## src/rtl/mem_stage_pipe_if.sv

```systemverilog
// Data-memory port of the MEM stage: one request/acknowledge handshake.
// The pipeline drives the request side (master); the memory answers (slave).
interface mem_stage_pipe_if #(
  parameter int unsigned XLEN = 32
);

  logic            dmem_req;
  logic            dmem_we;
  logic [XLEN-1:0] dmem_addr;
  logic [XLEN-1:0] dmem_wdata;
  logic [XLEN-1:0] dmem_rdata;
  logic            dmem_ack;

  modport master (
    output dmem_req,
    output dmem_we,
    output dmem_addr,
    output dmem_wdata,
    input  dmem_rdata,
    input  dmem_ack
  );

  modport slave (
    input  dmem_req,
    input  dmem_we,
    input  dmem_addr,
    input  dmem_wdata,
    output dmem_rdata,
    output dmem_ack
  );

endinterface

```

## src/rtl/mem_stage_pipe.sv

```systemverilog
// EX/MEM and MEM/WB pipeline registers with the MEM-stage data-memory handshake.
// A memory op sits in EX/MEM until the memory acknowledges it; meanwhile EX is
// back-pressured and MEM/WB receives bubbles, so every op writes back exactly once.
module mem_stage_pipe #(
  parameter int unsigned XLEN       = 32,
  parameter int unsigned REG_ADDR_W = 5
) (
  input  logic                  clk,
  input  logic                  rst,

  // EX stage
  input  logic                  ex_valid,
  input  logic [REG_ADDR_W-1:0] ex_rd,
  input  logic                  ex_reg_write,
  input  logic                  ex_mem_read,
  input  logic                  ex_mem_write,
  input  logic [XLEN-1:0]       ex_alu_result,
  input  logic [XLEN-1:0]       ex_store_data,
  output logic                  ex_ready,

  // Data memory
  mem_stage_pipe_if.master      dmem,

  // Forwarding / hazard taps
  output logic                  EX_MEM_regWrite,
  output logic [REG_ADDR_W-1:0] EX_MEM_rd,
  output logic [XLEN-1:0]       EX_MEM_fwd_data,

  // Writeback
  output logic                  MEM_WB_regWrite,
  output logic [REG_ADDR_W-1:0] MEM_WB_rd,
  output logic [XLEN-1:0]       MEM_WB_data
);

  typedef enum logic [0:0] {
    StIdle,
    StAccess
  } state_e;

  state_e state_q, state_d;

  // EX/MEM entry
  logic                  exm_valid_q,     exm_valid_d;
  logic [REG_ADDR_W-1:0] exm_rd_q,        exm_rd_d;
  logic                  exm_reg_write_q, exm_reg_write_d;
  logic                  exm_mem_read_q,  exm_mem_read_d;
  logic                  exm_mem_write_q, exm_mem_write_d;
  logic [XLEN-1:0]       exm_alu_q,       exm_alu_d;
  logic [XLEN-1:0]       exm_store_q,     exm_store_d;

  // MEM/WB entry
  logic                  wb_reg_write_q,  wb_reg_write_d;
  logic [REG_ADDR_W-1:0] wb_rd_q,         wb_rd_d;
  logic [XLEN-1:0]       wb_data_q,       wb_data_d;

  logic ex_is_mem;
  logic exm_is_mem;
  logic mem_req;
  logic mem_done;
  logic stall;
  logic advance;
  logic complete;

  // Handshake decode: a request is only live in StAccess, so a stray ack is ignored.
  always_comb begin
    ex_is_mem  = ex_valid & (ex_mem_read | ex_mem_write);
    exm_is_mem = exm_valid_q & (exm_mem_read_q | exm_mem_write_q);
    mem_req    = exm_is_mem & (state_q == StAccess);
    mem_done   = mem_req & dmem.dmem_ack;
    stall      = mem_req & ~dmem.dmem_ack;
    advance    = ~stall;
    complete   = exm_valid_q & (~exm_is_mem | mem_done);
    // Reset overrides the stall so EX sees ready during the reset cycle.
    ex_ready   = rst | advance;
  end

  // FSM next state: enter StAccess with each latched memory op, leave on ack.
  always_comb begin
    state_d = state_q;
    unique case (state_q)
      StIdle: begin
        if (ex_is_mem) state_d = StAccess;
      end
      StAccess: begin
        // Back-to-back memory ops stay in StAccess for the newly latched entry.
        if (dmem.dmem_ack) state_d = ex_is_mem ? StAccess : StIdle;
      end
      default: state_d = StIdle;
    endcase
  end

  // EX/MEM next state: load EX on advance, hold while the memory op is pending.
  always_comb begin
    exm_valid_d     = exm_valid_q;
    exm_rd_d        = exm_rd_q;
    exm_reg_write_d = exm_reg_write_q;
    exm_mem_read_d  = exm_mem_read_q;
    exm_mem_write_d = exm_mem_write_q;
    exm_alu_d       = exm_alu_q;
    exm_store_d     = exm_store_q;
    if (advance) begin
      exm_valid_d     = ex_valid;
      exm_rd_d        = ex_rd;
      exm_reg_write_d = ex_reg_write;
      // Bubbles never carry memory intent into the handshake.
      exm_mem_read_d  = ex_valid & ex_mem_read;
      exm_mem_write_d = ex_valid & ex_mem_write & ~ex_mem_read;
      exm_alu_d       = ex_alu_result;
      exm_store_d     = ex_store_data;
    end
  end

  // MEM/WB next state: capture a completing entry, otherwise insert a bubble.
  always_comb begin
    wb_reg_write_d = 1'b0;
    wb_rd_d        = '0;
    wb_data_d      = '0;
    if (complete) begin
      wb_reg_write_d = exm_reg_write_q & ~exm_mem_write_q & (exm_rd_q != '0);
      wb_rd_d        = exm_rd_q;
      wb_data_d      = exm_mem_read_q ? dmem.dmem_rdata : exm_alu_q;
    end
  end

  // FSM state register.
  always_ff @(posedge clk) begin
    if (rst) begin
      state_q <= StIdle;
    end else begin
      state_q <= state_d;
    end
  end

  // EX/MEM pipeline register.
  always_ff @(posedge clk) begin
    if (rst) begin
      exm_valid_q     <= 1'b0;
      exm_rd_q        <= '0;
      exm_reg_write_q <= 1'b0;
      exm_mem_read_q  <= 1'b0;
      exm_mem_write_q <= 1'b0;
      exm_alu_q       <= '0;
      exm_store_q     <= '0;
    end else begin
      exm_valid_q     <= exm_valid_d;
      exm_rd_q        <= exm_rd_d;
      exm_reg_write_q <= exm_reg_write_d;
      exm_mem_read_q  <= exm_mem_read_d;
      exm_mem_write_q <= exm_mem_write_d;
      exm_alu_q       <= exm_alu_d;
      exm_store_q     <= exm_store_d;
    end
  end

  // MEM/WB pipeline register; reset drops any aborted access.
  always_ff @(posedge clk) begin
    if (rst) begin
      wb_reg_write_q <= 1'b0;
      wb_rd_q        <= '0;
      wb_data_q      <= '0;
    end else begin
      wb_reg_write_q <= wb_reg_write_d;
      wb_rd_q        <= wb_rd_d;
      wb_data_q      <= wb_data_d;
    end
  end

  // Output drive: memory bus straight from EX/MEM, hazard taps and writeback port.
  always_comb begin
    dmem.dmem_req   = mem_req;
    dmem.dmem_we    = exm_mem_write_q;
    dmem.dmem_addr  = exm_alu_q;
    dmem.dmem_wdata = exm_store_q;

    EX_MEM_regWrite = exm_valid_q & exm_reg_write_q & (exm_rd_q != '0);
    EX_MEM_rd       = exm_rd_q;
    EX_MEM_fwd_data = exm_alu_q;

    MEM_WB_regWrite = wb_reg_write_q;
    MEM_WB_rd       = wb_rd_q;
    MEM_WB_data     = wb_data_q;
  end

endmodule

```

## src/flat_wrapper.sv

```systemverilog
// flat-port wrapper written by rule: the top's interface ports become plain ports
module mem_stage_pipe_flat 
#(
  parameter int unsigned XLEN       = 32,
  parameter int unsigned REG_ADDR_W = 5
)
  (clk, rst, ex_valid, ex_rd, ex_reg_write, ex_mem_read, ex_mem_write, ex_alu_result, ex_store_data, ex_ready, EX_MEM_regWrite, EX_MEM_rd, EX_MEM_fwd_data, MEM_WB_regWrite, MEM_WB_rd, MEM_WB_data, dmem_dmem_req, dmem_dmem_we, dmem_dmem_addr, dmem_dmem_wdata, dmem_dmem_rdata, dmem_dmem_ack);
  mem_stage_pipe_if #(.XLEN(XLEN)) dmem_i ();
  input  logic clk;
  input  logic rst;
  input  logic ex_valid;
  input  logic [REG_ADDR_W-1:0] ex_rd;
  input  logic ex_reg_write;
  input  logic ex_mem_read;
  input  logic ex_mem_write;
  input  logic [XLEN-1:0] ex_alu_result;
  input  logic [XLEN-1:0] ex_store_data;
  output logic ex_ready;
  output logic EX_MEM_regWrite;
  output logic [REG_ADDR_W-1:0] EX_MEM_rd;
  output logic [XLEN-1:0] EX_MEM_fwd_data;
  output logic MEM_WB_regWrite;
  output logic [REG_ADDR_W-1:0] MEM_WB_rd;
  output logic [XLEN-1:0] MEM_WB_data;
  output wire logic [$bits(dmem_i.dmem_req)-1:0] dmem_dmem_req;
  output wire logic [$bits(dmem_i.dmem_we)-1:0] dmem_dmem_we;
  output wire logic [$bits(dmem_i.dmem_addr)-1:0] dmem_dmem_addr;
  output wire logic [$bits(dmem_i.dmem_wdata)-1:0] dmem_dmem_wdata;
  input wire logic [$bits(dmem_i.dmem_rdata)-1:0] dmem_dmem_rdata;
  input wire logic [$bits(dmem_i.dmem_ack)-1:0] dmem_dmem_ack;
  assign dmem_dmem_req = dmem_i.dmem_req;
  assign dmem_dmem_we = dmem_i.dmem_we;
  assign dmem_dmem_addr = dmem_i.dmem_addr;
  assign dmem_dmem_wdata = dmem_i.dmem_wdata;
  assign dmem_i.dmem_rdata = dmem_dmem_rdata;
  assign dmem_i.dmem_ack = dmem_dmem_ack;
  mem_stage_pipe #(.XLEN(XLEN), .REG_ADDR_W(REG_ADDR_W)) u_core (.clk(clk), .rst(rst), .ex_valid(ex_valid), .ex_rd(ex_rd), .ex_reg_write(ex_reg_write), .ex_mem_read(ex_mem_read), .ex_mem_write(ex_mem_write), .ex_alu_result(ex_alu_result), .ex_store_data(ex_store_data), .ex_ready(ex_ready), .dmem(dmem_i), .EX_MEM_regWrite(EX_MEM_regWrite), .EX_MEM_rd(EX_MEM_rd), .EX_MEM_fwd_data(EX_MEM_fwd_data), .MEM_WB_regWrite(MEM_WB_regWrite), .MEM_WB_rd(MEM_WB_rd), .MEM_WB_data(MEM_WB_data));
endmodule
```

## config.mk

```make
export PLATFORM = sky130hd
export DESIGN_NAME = mem_stage_pipe_flat
export DESIGN_NICKNAME = d
export VERILOG_FILES = /design/src/rtl/mem_stage_pipe_if.sv /design/src/rtl/mem_stage_pipe.sv /design/src/flat_wrapper.sv
export SDC_FILE = /design/constraint.sdc
export NUM_CORES = 1
export LEC_CHECK = 0
export CORE_UTILIZATION = 41
export DETAILED_ROUTE_END_ITERATION = 7
export PLACE_DENSITY_LB_ADDON = 0.3
export SYNTH_ARGS = -nofsm -noshare
export SYNTH_HDL_FRONTEND = slang
export SYNTH_SLANG_ARGS = --single-unit
```

## constraint.sdc

```tcl
create_clock -name clk -period 2.9 [get_ports clk]
set_input_delay 0.58 -clock clk [delete_from_list [all_inputs] [get_ports clk]]
set_output_delay 0.58 -clock clk [all_outputs]
set_load 0.01 [all_outputs]
```

# --- After elaboration in Yosys (flattened, before gate mapping) ---
# Cells that the tools add are included.
totals:
  ff_bits: 112
  latchBits: 0
  mem_bits_rw: 0
  romBits: 0
  word_cells: 41
  memories: 0
classes:
  n_addsub: 0
  mul: 0
  div_mod_pow: 0
  order_cmp: 0
  eq_ne: 0
  shifts: 0
  n_mux: 4
  n_bitwise: 24
  n_reduce_logical: 2
op_table:
  columns: ["operator", "count"]
  rows:
  - ["two-way mux 32 bit", 1]
  - ["AND 1 bit", 13]
  - ["NOT 1 bit", 7]
  - ["nonzero test 5 bit", 1]
  - ["OR 1 bit", 4]
  - ["two-way mux 1 bit", 2]
  - ["one-hot mux 1 bit (2 select lines)", 1]
  - ["OR reduction 2 bit", 1]

# --- Longest topological paths before layout ---
# Gate-level depths: netlist of run 1.
logic_depth:
  word_depth: 8
  depth_mapped: 7
  ltp_nobuf: 4

# --- Least setup slack after synthesis of run 1 ---
# OpenSTA, ideal clock, no wires.
synth_timing:
  path_type: "input-to-output"
  from: "input dmem_dmem_ack"
  to: "output ex_ready"
  arrival_ns: 1.138
  t_required_ns: 2.320
  path_slack_ns: 1.182
  path_stages: 2
  path_cell_list: "buf_2 > or3_1"
synth_via:
  elab_chain_len: 4
synth_rtl:
  columns: ["element", "line", "rtl"]
  rows:
  - ["from (decl)", "flat_wrapper.sv:30", "input wire logic [$bits(dmem_i.dmem_ack)-1:0] dmem_dmem_ack;"]
  - ["NOT 1 bit", "mem_stage_pipe.sv:70", "stall = mem_req & ~dmem.dmem_ack;"]
  - ["AND 1 bit", "mem_stage_pipe.sv:70", null]
  - ["NOT 1 bit", "mem_stage_pipe.sv:71", "advance = ~stall;"]
  - ["OR 1 bit", "mem_stage_pipe.sv:74", "ex_ready = rst | advance;"]
  - ["to (decl)", "flat_wrapper.sv:18", "output logic ex_ready;"]
# Every way passes these cells.

# --- Worst setup path in the final report of run 1 ---
layout_timing:
  from: "register u_core.exm_rd_q[4], in the netlist u_core.EX_MEM_rd[4]"
  to: "output EX_MEM_regWrite"
layout_via:
  elab_chain_len: 2
layout_rtl:
  columns: ["element", "line", "rtl"]
  rows:
  - ["from (decl)", "mem_stage_pipe.sv:44", "logic [REG_ADDR_W-1:0] exm_rd_q, exm_rd_d;"]
  - ["from (signal assigned)", "mem_stage_pipe.sv:146", "exm_rd_q <= exm_rd_d;"]
  - ["nonzero test 5 bit", "mem_stage_pipe.sv:175", "EX_MEM_regWrite = exm_valid_q & exm_reg_write_q & (exm_rd_q != '0);"]
  - ["AND 1 bit", "mem_stage_pipe.sv:175", null]
  - ["to (decl)", "flat_wrapper.sv:19", "output logic EX_MEM_regWrite;"]
# Every way passes these cells.

==> impl_results.md, run 1 <==
- Max-Cap Viols: 0
- DIE HEIGHT: 105.1 um
- Fmax: 380.5 MHz
- Deepest clock path buffer count: 2
- Top post-synthesis cells by count: dfxtp_1, a21oi_1, nand3_1, o21ai_0, nor2_1
- First drt pass iteration count: 6
- Worst skew pair latency: between 0.3 and 0.4 ns
- CP Data Arrival Time: 2.05 ns
- Final Hold Fails: 0
- Slew @ Worst Pin: about 0.79 ns
- Tmin final: 2.628 ns
- H-tree depth: 3
- Syn Nets: 607
- Distinct cell type count after synthesis: 19
- Crit end category: output port
- Fin nets: 798
- Root Buffer: clkbuf_8
- DR WL/cell: around 16 um
- FF+latch count, synth: roughly 110
- Final setup vio count: 0
- Count leader, synth: dfxtp_1
- CTS tree: done
- DP HPWL: roughly 9400 um
- DR DRC count: 0
- Post-synth top flop: dfxtp_1
- Drt initial violations: about 200
- Core area: 10320 um2
- Hold Buf Count CTS: 0
- Simple-Gate Fraction of Synth Area: 0.1228
- I/O Buffers: 250
- Asr flop ratio synth: 0
- Compound-Gate Fraction of Synth Area: 0.1750
- I/O Pins: ~250
- Pwr dens: between 400 and 500 nW/um2
- Crit Path Max Fanout: 4
- Max rail drop VDD: 0.3126 mV
- LEAKAGE: about 2.4 nW
- Unrepaired setup endpoints after global routing: false
- Post-Synth XOR/XNOR Area: 0
- Post-Syn Area per Cell: 8.741 um2
- Yosys warns: 0
- Startpoint types: register
- Fraction of synthesized area in multiplexers: 0.07344
- Die width: around 110 um
- Syn Std Cell Area: ~4400 um2
- Relative slew slack: 0.4740
- Post-CTS setup buffers: 0
- Placed Cells: about 800
- Largest family of logic cells by synthesized area: compound AO/OA/AOI/OAI gates
- Initial antenna violation count: 0
- Global-route wire length before repair: roughly 22000 um
- Fin crit share: 0.9063
- Pins Over Slew Limit: 0
- Critical Path RT: between 2 and 2.5 ns
- ANT cells: 0
- Layout area overhead: 56.20%
- Number of synthesized flops with an enable pin: 0
- Full die area: around 11000 um2
- Non-Filler Instances: a little over 800
- Post-synthesis adder-cell area fraction: 0
- Clk slew on worst S/H paths: between 0.1 and 0.15 ns
- Largest net degree at the start of global routing: 76
- Hold crit path type: register to register
- Starting density of the core: 0.4225
- Avg Vias per Cell: approximately 5
- GPL Wtd Cong: about 0.77
- Detail Route Antenna Nets: 0
- Outcome: complete, no violations
- Setup TNS: 0 ns
- Total Routing Usage GR: 0.2446
- Post-CTS resize count: 0
- Vias in the first global route: approximately 4.2k
- Vias: between 4k and 5k
- Synth top area share: 0.5141
- Row cnt: 37
- Final wirelength: around 13000 um
- Gr ovfl total: 0
- Cells after synthesis: 499
- Num Clock Sinks: about 110
- Crit path kind: register to output port
- Clock Skews: around 0.018 ns
- Layout cells sized above 1: 0.04317
- TritonCTS buffer count: 9
- Sequential share of the synthesized area: 0.5141
- Largest cells by area after synthesis: dfxtp_1, a21oi_1, nand3_1
- Top cell type by total area after synthesis: dfxtp_1
## final cells by class
type                            instances  area [um2]
Clock buffer                           10       127.6
Clock inverter                          6       51.30
Fill cell                             856        3511
Inverter                                9       33.78
Multi-Input combinational cell        298        1619
Sequential cell                       112        2243
Tap cell                              136       170.2
Timing Repair Buffer                  260        2567
## stage by stage
step,total power (W),cell area (um2),utilization,hold slack [ns],setup WS [ns]
floorplan,0.001891,4362,-,0.4403,1.182
global placement,0.002198,6634,0.6426,0.4410,0.6593
detailed placement,0.002211,6634,0.6426,0.4509,0.6657
CTS,0.003070,6813,0.6599,0.4631,0.2434
global route,0.003185,6813,0.6599,0.4925,0.07011
finish,0.003051,6813,0.6599,0.4554,0.2716
## path summary, 6_finish.rpt
path	depth (start not counted)	end	startpoint	slack [ns]
worst min register to register	2	u_core.MEM_WB_rd[2]	u_core.EX_MEM_rd[2]	0.46
worst max-delay path	4	EX_MEM_regWrite	u_core.EX_MEM_rd[4]	0.27
worst min-delay path	2	u_core.MEM_WB_rd[2]	u_core.EX_MEM_rd[2]	0.46
worst max register to register	5	u_core.dmem.dmem_wdata[13]	u_core.dmem.dmem_we	1.13
## registers in the layout, summed over array words and instances (netlist names)
register,count
u_core.EX_MEM_fwd_data,32
u_core.EX_MEM_rd,5
u_core.MEM_WB_data,32
u_core.MEM_WB_rd,5
u_core.MEM_WB_regWrite,1
u_core.dmem.dmem_wdata,32
u_core.dmem.dmem_we,1
u_core.exm_mem_read_q,1
u_core.exm_reg_write_q,1
u_core.exm_valid_q,1
u_core.state_q,1
## worst max-delay path, cell delays in order, from the launching register on
cell and delay [ns]:
dfxtp_1 0.35, or4_1 0.53, o21ai_0 0.24, nor2_1 0.08, clkdlybuf4s50_1 0.50
## cell families after synthesis
logic type | count (synthesis)
flip-flops | 112
multiplexers | 32
AO/OA/AOI/OAI | 150
buffers and inverters | 89
AND/OR/NAND/NOR | 116
## power breakdown
| group | internal, W | total, W | switching [W] |
|---|---|---|---|
| combinational | 0.000318 | 0.000522 | 0.000204 |
| clock | 0.000328 | 0.000875 | 0.000546 |
| sequential | 0.00160 | 0.00165 | 0.0000498 |
## cell usage in the layout, fill, tap and decap left out, drive strengths merged, types with 3 or more instances in the layout
master / n
clkdlybuf4s50: 248
dfxtp: 112
a21oi: 74
o21ai: 72
nand3: 72
nor2: 39
mux2i: 32
buf: 12
inv: 12
clkbuf: 10
clkinv: 3
## layer usage
| layer | vias to the layer above | track usage | routed length [um] |
|---|---|---|---|
| li1 | 2065 | - | - |
| met1 | 2012 | 0.2914 | 5437 |
| met2 | 183 | 0.4347 | 6856 |
| met3 | 18 | 0.05739 | 941 |
| met4 | 0 | 0.07243 | 248 |
| met5 | - | 0 | 0 |
No activity file was read; power rests on OpenSTA's default activity.
==> run 2, diff against run 1 <==
--- a/config.mk
+++ b/config.mk
@@ -5,6 +5,7 @@
 export SDC_FILE = /design/constraint.sdc
 export NUM_CORES = 1
 export LEC_CHECK = 0
+export ABC_CLOCK_PERIOD_IN_PS = 2900
 export CORE_UTILIZATION = 41
 export DETAILED_ROUTE_END_ITERATION = 7
 export PLACE_DENSITY_LB_ADDON = 0.3
==> results of run 2 <==
Same layout as run 1: the final DEF is identical, and so are final timing and power.
==> run 3, diff against run 2 <==
--- a/config.mk
+++ b/config.mk
@@ -5,8 +5,8 @@
 export SDC_FILE = /design/constraint.sdc
 export NUM_CORES = 1
 export LEC_CHECK = 0
-export ABC_CLOCK_PERIOD_IN_PS = 2900
-export CORE_UTILIZATION = 41
+export ABC_CLOCK_PERIOD_IN_PS = 2300
+export CORE_UTILIZATION = 34
 export DETAILED_ROUTE_END_ITERATION = 7
 export PLACE_DENSITY_LB_ADDON = 0.3
 export SYNTH_ARGS = -nofsm -noshare
==> constraint.sdc (replaced) <==
create_clock -name clk -period 2.3 [get_ports clk]
set_input_delay 0.46 -clock clk [delete_from_list [all_inputs] [get_ports clk]]
set_output_delay 0.46 -clock clk [all_outputs]
set_load 0.01 [all_outputs]
==> impl_results.md, run 3 (synthesis gave the netlist of run 1 again) <==
- Tmin final: ~2.2 ns
- Area of the multi-input gates: 1623 um2 (was 1619 um2)
- Pre-CTS WS: 0.1506 ns (was 0.6657 ns)
- CTS tree: done (unchanged)
- Slew @ Worst Pin: 0.7772 ns (was 0.7889 ns)
- Hold Slack: 0.4607 ns (was 0.4554 ns)
- Worst path slowest cell: or4_1 (unchanged)
- Vias in the first global route: 4003 (was 4219)
- I/O Buffers: 250 (unchanged)
- CP delay by family, top: simple AND/OR/NAND/NOR gates (unchanged)
- Fmax: roughly 460 MHz
- Layout cells sized above 1: 0.04448 (was 0.04317)
- Setup ws final: 0.1267 ns (was 0.2716 ns)
- Vias: 4260 (was 4278)
- Row cnt: 41 (was 37)
- Die width: 115.3 um (was 105.1 um)
- Outcome: complete, no violations (unchanged)
- TritonCTS buffer count: 9 (unchanged)
- Starting density of the core: 0.3470 (was 0.4225)
- Final setup vio count: 0 (unchanged)
- First drt pass iteration count: 5 (was 6)
- Crit Path Max Fanout: 2 (was 4)
- Fin crit share: 0.9449
- CP Launch Point: u_core.EX_MEM_rd[4] (unchanged)
- Critical Path RT: 1.84 ns (was 2.32 ns)
- Post-layout util: 0.5581 (was 0.6599)
- LEAKAGE: 2.447 nW (was 2.370 nW)
- Clock Skews: 0.004753 ns (was 0.01789 ns)
- Register area: 2243 um2 (unchanged)
- DIE HEIGHT: 115.3 um (was 105.1 um)
- Crit path buf inv count: 1 (unchanged)
- CP Data Arrival Time: 1.71 ns (was 2.05 ns)
- Post-CTS setup buffers: 0 (unchanged)
- Layout area overhead: 60.81% (was 56.20%)
- Crit end category: output port (unchanged)
- Commonest non-fill, non-tap cell in the layout: clkdlybuf4s50_1 (unchanged)
- Largest net degree at the start of global routing: 74 (was 76)
- Root Buffer: clkbuf_16 (was clkbuf_8)
- Fin nets: 800 (was 798)
- Max-Cap Viols: 0 (unchanged)
- Gr ovfl total: 0 (unchanged)
- DP HPWL: 9339 um (was 9377 um)
- Max rail drop VDD: 0.3377 mV (was 0.3126 mV)
- Avg Vias per Cell: 4.897 (was 5.148)
- Full die area: 13280 um2 (was 11050 um2)
- Pins Over Slew Limit: 0 (unchanged)
- Setup TNS: 0 ns (unchanged)
- CP max stage delay: 0.56 ns (was 0.53 ns)
- Num Clock Sinks: 112 (unchanged)
- Detail Route Antenna Nets: 0 (unchanged)
- Startpoint types: register (unchanged)
- Filler cells: 1136 (was 856)
- Pwr dens: 628.5 nW/um2 (was 447.8 nW/um2)
- Final Hold Fails: 0 (unchanged)
- Placed Cells: 853 (was 815)
- Worst r2r src: u_core.dmem.dmem_we (unchanged)
- Relative slew slack: 0.4819 (was 0.4740)
- Worst skew pair latency: 0.35 ns (was 0.37 ns)
- GPL Wtd Cong: 0.6960 (was 0.7668)
- Worst Hold Launch: u_core.EX_MEM_rd[1] (was u_core.EX_MEM_rd[2])
- Drt initial violations: 116 (was 198)
- Final wirelength: 13600 um (was 13480 um)
- Core area: 12570 um2 (was 10320 um2)
- Initial antenna violation count: 1 (was 0)
- Total Routing Usage GR: 0.2026 (was 0.2446)
- Clk slew on worst S/H paths: 0.07 ns (was 0.11 ns)
- I/O Pins: 251 (unchanged)
- Crit path kind: register to output port (unchanged)
- Global-route wire length before repair: 20790 um (was 21690 um)
- Commonest cells after routing, fill and taps aside: clkdlybuf4s50_1, dfxtp_1, a21oi_1 (unchanged)
- H-tree depth: 3 (unchanged)
- DR WL/cell: 15.63 um (was 16.23 um)
- Unrepaired setup endpoints after global routing: false (unchanged)
- DR DRC count: 0 (unchanged)
- Non-Filler Instances: 870 (was 831)
- Deepest clock path buffer count: 2 (unchanged)
- Hold crit path type: register to register (unchanged)
- Cell chain of the critical path: or4_1 > o21ai_2 > nor2_1 > dlygate4sd2_1 (was or4_1 > o21ai_0 > nor2_1 > clkdlybuf4s50_1)
run 3: changes by cell type in the layout (fill, tap and decap cells not counted), sizes merged:
| cell | delta |
|---|---|
| clkinv | -2 |
| dlygate4sd2 | +1 |
| inv | -3 |
| clkdlybuf4s50 | -1 |
| buf | +2 |
| bufinv | +2 |
| clkbuf | +3 |
| diode | +1 |
run 3: worst paths after layout:
path | to | slack, ns | cells after the start
setup / recovery | EX_MEM_regWrite | 0.13 | 4
setup reg to reg | u_core.EX_MEM_fwd_data[20] | 0.51 | 6
hold reg to reg | u_core.MEM_WB_rd[1] | 0.46 | 2
hold / removal | u_core.MEM_WB_rd[1] | 0.46 | 2
run 3: final cells by class:
cell class,instances,area share
diodes,1,0.0003568
clock buffers,13,0.03568
clock inverters,3,0.009276
inverters,9,0.004816
multi-input cells,298,0.2314
flip-flops and latches,112,0.3198
well taps,172,0.03068
repair buffers,262,0.3680
run 3: layer usage:
metal | vias up | global-route usage | wire (um)
met3 | 17 | 0.06326 | 1089
met1 | 2002 | 0.2389 | 5659
met4 | 0 | 0.07706 | 226
li1 | 2078 | - | -
met2 | 163 | 0.3442 | 6623
met5 | - | 0 | 0
run 3: what timing repair did:
action	in CTS	in global routing
setup endpoints to repair	1	0
hold buffers	0	0
gates resized for setup	3	0
run 3: report_power, final:
group | switching [W] | internal [W] | total (W)
Sequential | 0.0000627 | 0.00202 | 0.00209
Clock | 0.000675 | 0.000985 | 0.00166
Combinational | 0.000260 | 0.000404 | 0.000664
Total | 0.000998 | 0.00341 | 0.00441
run 3: worst reg2reg max path, cell delays in order, from the launching register on:
cell	delay, ns
dfxtp_1	0.40
o211ai_1	0.13
buf_4	0.16
inv_2	0.05
buf_4	0.61
nand3_1	0.21
a21oi_1	0.17
run 3: per-stage QoR:
| step | power, W | cell area, um2 |
|---|---|---|
| 6_report | 0.004409 | 7014 |
| 5_1_grt | 0.004582 | 7012 |
| 4_1_cts | 0.004458 | 7012 |
| 3_5_place_dp | 0.002794 | 6694 |
| 3_3_place_gp | 0.002779 | 6694 |
| 2_1_floorplan | 0.002385 | 4362 |
